**config.mk**
```make
export PLATFORM = sky130hd
export DESIGN_NAME = mem_wb_stage
export DESIGN_NICKNAME = d
export VERILOG_FILES = /design/src/rtl/mem_wb_stage_pkg.sv /design/src/rtl/mem_wb_stage_wb_select.sv /design/src/rtl/mem_wb_stage.sv
export SDC_FILE = /design/constraint.sdc
export NUM_CORES = 1
export LEC_CHECK = 0
export BUFFER_PORTS_ARGS = -buffer_cell sky130_fd_sc_hd__buf_4
export CORE_UTILIZATION = 40
export CTS_CLUSTER_SIZE = 16
export DETAILED_ROUTE_END_ITERATION = 7
export PLACE_DENSITY = 0.72
export SYNTH_ARGS = -nofsm -noshare
export SYNTH_HDL_FRONTEND = slang
export SYNTH_SLANG_ARGS = --single-unit
```
**constraint.sdc**
```tcl
create_clock -name clk -period 2.34 [get_ports clk]
set_input_delay 0.234 -clock clk [delete_from_list [all_inputs] [get_ports clk]]
set_output_delay 0.234 -clock clk [all_outputs]
set_load 0.05 [all_outputs]
```
**src/rtl/mem_wb_stage_pkg.sv**
```systemverilog
// Shared encodings for the MEM/WB writeback path: destination and data selects.
package mem_wb_stage_pkg;

  // Destination register select (cregwa)
  localparam logic WA_RT = 1'b0;
  localparam logic WA_RD = 1'b1;

  // Writeback data select (cregwd); 2'b11 is reserved and writes zero
  typedef enum logic [1:0] {
    WD_ALUOUT = 2'b00,
    WD_MEMRD  = 2'b01,
    WD_PC8    = 2'b10,
    WD_RSVD   = 2'b11
  } wd_sel_e;

endpackage

```
**src/rtl/mem_wb_stage_wb_select.sv**
```systemverilog
// Combinational writeback select: picks the destination register and the
// write data. Shared with the forwarding unit for its MEM-stage preview.
module wb_select
  import mem_wb_stage_pkg::*;
#(
  parameter int DATA_W      = 32,
  parameter int REG_AW      = 5,
  parameter int LINK_OFFSET = 8
) (
  input  logic              cregwa,
  input  logic [1:0]        cregwd,
  input  logic [REG_AW-1:0] rt,
  input  logic [REG_AW-1:0] rd,
  input  logic [DATA_W-1:0] aluout,
  input  logic [DATA_W-1:0] memrd,
  input  logic [DATA_W-1:0] pc,
  output logic [REG_AW-1:0] wa,
  output logic [DATA_W-1:0] wd
);

  assign wa = (cregwa == WA_RD) ? rd : rt;

  // Data mux; link address wraps naturally at DATA_W bits
  always_comb begin
    wd = '0;
    case (wd_sel_e'(cregwd))
      WD_ALUOUT: wd = aluout;
      WD_MEMRD:  wd = memrd;
      WD_PC8:    wd = pc + DATA_W'(LINK_OFFSET);
      default:   wd = '0;
    endcase
  end

endmodule

```
**src/rtl/mem_wb_stage.sv**
```systemverilog
// MEM/WB pipeline register with flush/stall bubble control, register-file
// write port and a retired-instruction counter.
module mem_wb_stage
  import mem_wb_stage_pkg::*;
#(
  parameter int DATA_W      = 32,
  parameter int REG_AW      = 5,
  parameter int CNT_W       = 32,
  parameter int LINK_OFFSET = 8
) (
  input  logic              clk,
  input  logic              rst,
  input  logic              stall_i,
  input  logic              flush_i,
  input  logic              valid_i,
  input  logic              cregwa_i,
  input  logic [1:0]        cregwd_i,
  input  logic              regwe_i,
  input  logic [REG_AW-1:0] rt_i,
  input  logic [REG_AW-1:0] rd_i,
  input  logic [DATA_W-1:0] aluout_i,
  input  logic [DATA_W-1:0] memrd_i,
  input  logic [DATA_W-1:0] pc_i,
  output logic              we_wb,
  output logic [REG_AW-1:0] wa_wb,
  output logic [DATA_W-1:0] wd_wb,
  output logic              valid_o,
  output logic [CNT_W-1:0]  retired_o
);

  logic              valid_q, regwe_q, cregwa_q;
  logic [1:0]        cregwd_q;
  logic [REG_AW-1:0] rt_q, rd_q;
  logic [DATA_W-1:0] aluout_q, memrd_q, pc_q;
  logic [CNT_W-1:0]  retired_q;

  // WB register capture: flush beats stall beats load; a flush zeroes every field
  always_ff @(posedge clk or negedge rst) begin
    if (!rst) begin
      valid_q  <= 1'b0;
      regwe_q  <= 1'b0;
      cregwa_q <= 1'b0;
      cregwd_q <= '0;
      rt_q     <= '0;
      rd_q     <= '0;
      aluout_q <= '0;
      memrd_q  <= '0;
      pc_q     <= '0;
    end else if (flush_i) begin
      valid_q  <= 1'b0;
      regwe_q  <= 1'b0;
      cregwa_q <= 1'b0;
      cregwd_q <= '0;
      rt_q     <= '0;
      rd_q     <= '0;
      aluout_q <= '0;
      memrd_q  <= '0;
      pc_q     <= '0;
    end else if (!stall_i) begin
      valid_q  <= valid_i;
      regwe_q  <= regwe_i;
      cregwa_q <= cregwa_i;
      cregwd_q <= cregwd_i;
      rt_q     <= rt_i;
      rd_q     <= rd_i;
      aluout_q <= aluout_i;
      memrd_q  <= memrd_i;
      pc_q     <= pc_i;
    end
  end

  // Retire counter: the WB occupant retires when it advances; a flushed one is dropped
  always_ff @(posedge clk or negedge rst) begin
    if (!rst)
      retired_q <= '0;
    else if (valid_q && !stall_i && !flush_i)
      retired_q <= retired_q + 1'b1;
  end

  wb_select #(
    .DATA_W     (DATA_W),
    .REG_AW     (REG_AW),
    .LINK_OFFSET(LINK_OFFSET)
  ) u_sel (
    .cregwa (cregwa_q),
    .cregwd (cregwd_q),
    .rt     (rt_q),
    .rd     (rd_q),
    .aluout (aluout_q),
    .memrd  (memrd_q),
    .pc     (pc_q),
    .wa     (wa_wb),
    .wd     (wd_wb)
  );

  // Writes to $0 never reach the register file
  assign we_wb     = valid_q & regwe_q & (wa_wb != '0);
  assign valid_o   = valid_q;
  assign retired_o = retired_q;

endmodule

```
==> results <==
- The floorplan step defined a die boundary enclosing 18,200 sq um.
- The maximum resistive drop on vdd is 595 uV.
- Measured against its own limit, the worst slew margin works out to 41.5%.
- During synthesis, Yosys emitted a total of 0 warnings.
- The count of state elements after synthesis is 143.
- CTS saw 143 sinks.
- The initial utilization of the core area, before any placement, comes to 40.9%.
- Dividing the final minimum period by the clock period gives 108%.
- The final-report hold violation count is 0.
- The final RePlAce weighted congestion is 0.820.
- The global-route usage over all layers is 21.4%.
- The kind of critical path is reg2out.
- The worst setup path is captured at an output pin.
- After detailed routing, the average wire length per cell comes to 16.4 microns.
- The ratio of routed vias to standard cells is 5.07.
- The wire length of the first global-routing pass is 30,000 microns.
- The smallest clock period supported by the final layout is computed as 2.53 ns.
- The count of input and output buffers is 185.
- The overall die width is 135 microns.
- The number of failing setup endpoints in the final timing report is 16.
- The number of max-cap violations is 0.
- The worst slack after detailed placement is 0.0688 ns.
- The number of antenna violations at the first check in global routing came to 2.
- The completed layout was analyzed and its total power is 6.90 mW.
- The total CTS buffers is 17.
- For this run, asynchronously set or reset flops after synthesis account for 100%.
- The number of DRC violations after detailed-routing iteration 0 is 278.
- Entering global routing, the biggest net connects 113 pins.
- Setup repair after global routing could not meet its margin everywhere.
- The flow ran to the end, but the final reports show violations.
- The setup slack of the critical path after layout is -0.193 ns.
- Counting every net in the synthesized netlist gives 788.
- The die extent in y is 135 microns.
- The summed instance area of the synthesized netlist is 7050 sq um.
- The class of the tightest hold or removal check is in2reg.
- The total power density per cell area is 691 nW/um^2.
- Clock latency on the worst-skew pair, taken at its later pin, is 0.42 ns.
- The overall routed net length is 18,600 microns.
- The maximum net fanout on the critical path is 2.
- The TritonCTS clock tree is done.
- Detailed placement ended at an HPWL of 13,100 microns.
- The maximum clock frequency is 395 MHz.
- Yosys mapped the design onto 38 distinct sky130hd cell types.
- After synthesis, flip-flops and latches occupy 50.8% of the total area.
- The number of global-route vias before repair is 5,896.
- Summed over all cells, the static leakage comes to 4.93 nW.
- The post-synthesis average cell area is 10.5 sq um.
- Synthesis produced 671 cells.
- The cell sitting at the root of the clock tree is a sky130_fd_sc_hd__clkbuf_16.
- For the pin with the worst max-slew slack, the measured transition is 0.878 ns.
- The kind of start point of the critical path is a register.
- At the end of the flow, the number of nets in the layout was 1,007.
- Once detail routing completed, the nets flagged for antenna violations numbered 0.
- After routing the design area is 9990 sq um.
- For the final routed database, the setup TNS stands at -1.90 ns.
- Once placement finished, the instance area stood at 8980 sq um.
- The dominant register cell in the synthesized netlist is sky130_fd_sc_hd__dfrtp_1.
- The data arrival time of the worst path is 2.30 ns.
- Cells with a size suffix above 1 make up 35.2% of the layout.
- The number of max-slew violations in the final report is 0.
- CTS built an H-tree with a depth of 4.
- The count of flip-flops with a built-in enable after synthesis is 0.
- The required time of the critical path is 2.11 ns.
- The largest clock skew in the final design is 0.00489 ns.
- The checks that failed: negative setup slack.
- After clock tree synthesis, the clock-pin slew on the worst setup and hold paths is 0.06 ns.
- The total number of vias is 5,733.
- The number of search-and-repair iterations in the first detailed-routing pass is 5.
- The number of remaining DRC errors is 0.
- The global route total overflow is 0.
- The worst-case clock buffer depth is 2.
- The layout-stage area growth over the synthesis result is 41.7%.
- After floorplanning, the core was divided into 48 placement rows.
- In this run the count of I/O pins placed on the die edge is 186.
- The area of the core region is 17,200 sq um.
- Cells fill 57.9% of the core in the end.
-- where the power goes --
group,leakage [nW],internal [mW],switching [mW]
clock,0.314,1.89,1.06
combinational,2.72,0.516,0.705
sequential,1.90,2.61,0.115
total,4.93,5.02,1.88
-- critical path, cell delays in order, from the launching register on --
cell and delay (ns):
sky130_fd_sc_hd__dfrtp_1 0.39, sky130_fd_sc_hd__ha_4 0.15, sky130_fd_sc_hd__nand2_2 0.05, sky130_fd_sc_hd__or3_4 0.37, sky130_fd_sc_hd__buf_4 0.15, sky130_fd_sc_hd__buf_6 0.12
sky130_fd_sc_hd__xor2_2 0.14, sky130_fd_sc_hd__a211oi_2 0.23, sky130_fd_sc_hd__a21o_1 0.12, sky130_fd_sc_hd__buf_6 0.15
-- synthesized netlist by cell type, drive strengths merged, types with 3 or more instances --
library cell  instances  share of area, %
nor4                  7              0.92
and2                  4              0.35
nor2b                 4              0.35
o21ai                18               1.3
mux2i               135                19
xor2                 27               3.4
mux2                  5              0.80
nand4                17               1.5
and3                  8              0.71
buf                  17              0.94
dfrtp               143                51
nor3                  3              0.21
clkbuf               22               1.2
nand3                26               1.8
nor2                125               6.7
or3                   5              0.44
o22ai                16               1.4
nand2                37               2.0
inv                   4              0.21
xnor2                28               3.5
-- path summary, 6_finish.rpt --
| kind | depth (start not counted) | slack, ns | startpoint | end |
|---|---|---|---|---|
| worst min register to register | 1 | 0.47 | retired_o[31] | retired_o[31] |
| min in group asynchronous | 2 | 0.34 | rst | retired_o[19] |
| worst min-delay path | 3 | 0.05 | memrd_i[3] | memrd_q[3] |
| worst max-delay path | 9 | -0.19 | pc_q[4] | wd_wb[11] |
| worst max register to register | 5 | 0.18 | valid_o | retired_o[28] |
| max in group asynchronous | 3 | 1.28 | rst | aluout_q[17] |
-- sequential cells by signal, summed over array words and instances (netlist names) --
name       flops
pc_q          32
aluout_q      32
memrd_q       32
cregwd_q       2
cregwa_q       1
regwe_q        1
rd_q           5
valid_o        1
retired_o     32
rt_q           5
-- per-stage QoR --
step	instances	hold WS [ns]
after global placement	1081	0.225
after CTS	1124	0.0396
after global routing	1128	0.0430
final	1130	0.0516
after floorplan	671	-0.0616
after detailed placement	1081	0.233
-- cells in the final DEF, fill, tap and decap left out, types with 3 or more instances in the layout --
master / Yosys / final
sky130_fd_sc_hd__and2_1: 4 / 4
sky130_fd_sc_hd__and3_1: 8 / 8
sky130_fd_sc_hd__buf_12: 0 / 3
sky130_fd_sc_hd__buf_4: 0 / 212
sky130_fd_sc_hd__buf_6: 0 / 22
sky130_fd_sc_hd__bufinv_16: 0 / 5
sky130_fd_sc_hd__clkbuf_16: 0 / 17
sky130_fd_sc_hd__clkinv_2: 0 / 4
sky130_fd_sc_hd__dfrtp_1: 143 / 138
sky130_fd_sc_hd__dfrtp_2: 0 / 5
sky130_fd_sc_hd__inv_1: 4 / 4
sky130_fd_sc_hd__mux2_2: 5 / 4
sky130_fd_sc_hd__mux2i_1: 135 / 135
sky130_fd_sc_hd__nand2_1: 37 / 34
sky130_fd_sc_hd__nand3_1: 26 / 22
sky130_fd_sc_hd__nand3_2: 0 / 3
sky130_fd_sc_hd__nand4_1: 17 / 17
sky130_fd_sc_hd__nor2_1: 125 / 123
sky130_fd_sc_hd__nor2b_1: 4 / 4
sky130_fd_sc_hd__nor3_1: 3 / 3
sky130_fd_sc_hd__nor4_2: 1 / 3
sky130_fd_sc_hd__o21ai_0: 18 / 9
sky130_fd_sc_hd__o21ai_1: 0 / 8
sky130_fd_sc_hd__o22ai_1: 16 / 6
sky130_fd_sc_hd__o22ai_2: 0 / 10
sky130_fd_sc_hd__or3_4: 0 / 4
sky130_fd_sc_hd__xnor2_1: 28 / 27
sky130_fd_sc_hd__xor2_1: 27 / 24
sky130_fd_sc_hd__xor2_2: 0 / 3
-- metal layers --
metal	routed length, microns	GRT usage [%]	vias up
met3	1450	7.66	15
met2	8730	34.2	162
li1	-	-	2762
met1	8190	27.2	2794
met5	0	0	-
met4	214	6.30	0
-- logic make-up (layout without fill, tap and decap cells) --
family                   count (synthesis)  count (layout)  share of synthesized area [%]
buffers and inverters                   43             275                           2.33
adder cells (fa/ha/maj)                  2               2                          0.355
flip-flops                             143             143                           50.8
other                                    0               2                              0
AO/OA/AOI/OAI                           43              43                           3.71
XOR/XNOR                                55              55                           6.83
AND/OR/NAND/NOR                        245             245                           16.0
multiplexers                           140             140                           20.0
-- layout make-up --
type                       instances  area [sq um]
antenna                            2          5.00
clock buffer                      18           429
clock inverter                    14           213
fill                            1477          7250
inverter                           4          15.0
multi-input combinational        485          3540
sequential                       143          3580
tap                              225           282
timing repair buffer             239          1920
-- timing repair --
action                                  CTS  global route
setup buffers                            10             4
endpoints found under the setup margin   21            24
endpoints found under the hold margin    52             0
resized for setup                        43            11
pin swaps                                28             8
hold buffers                              1             0
Power figures use the tool's default switching activity.
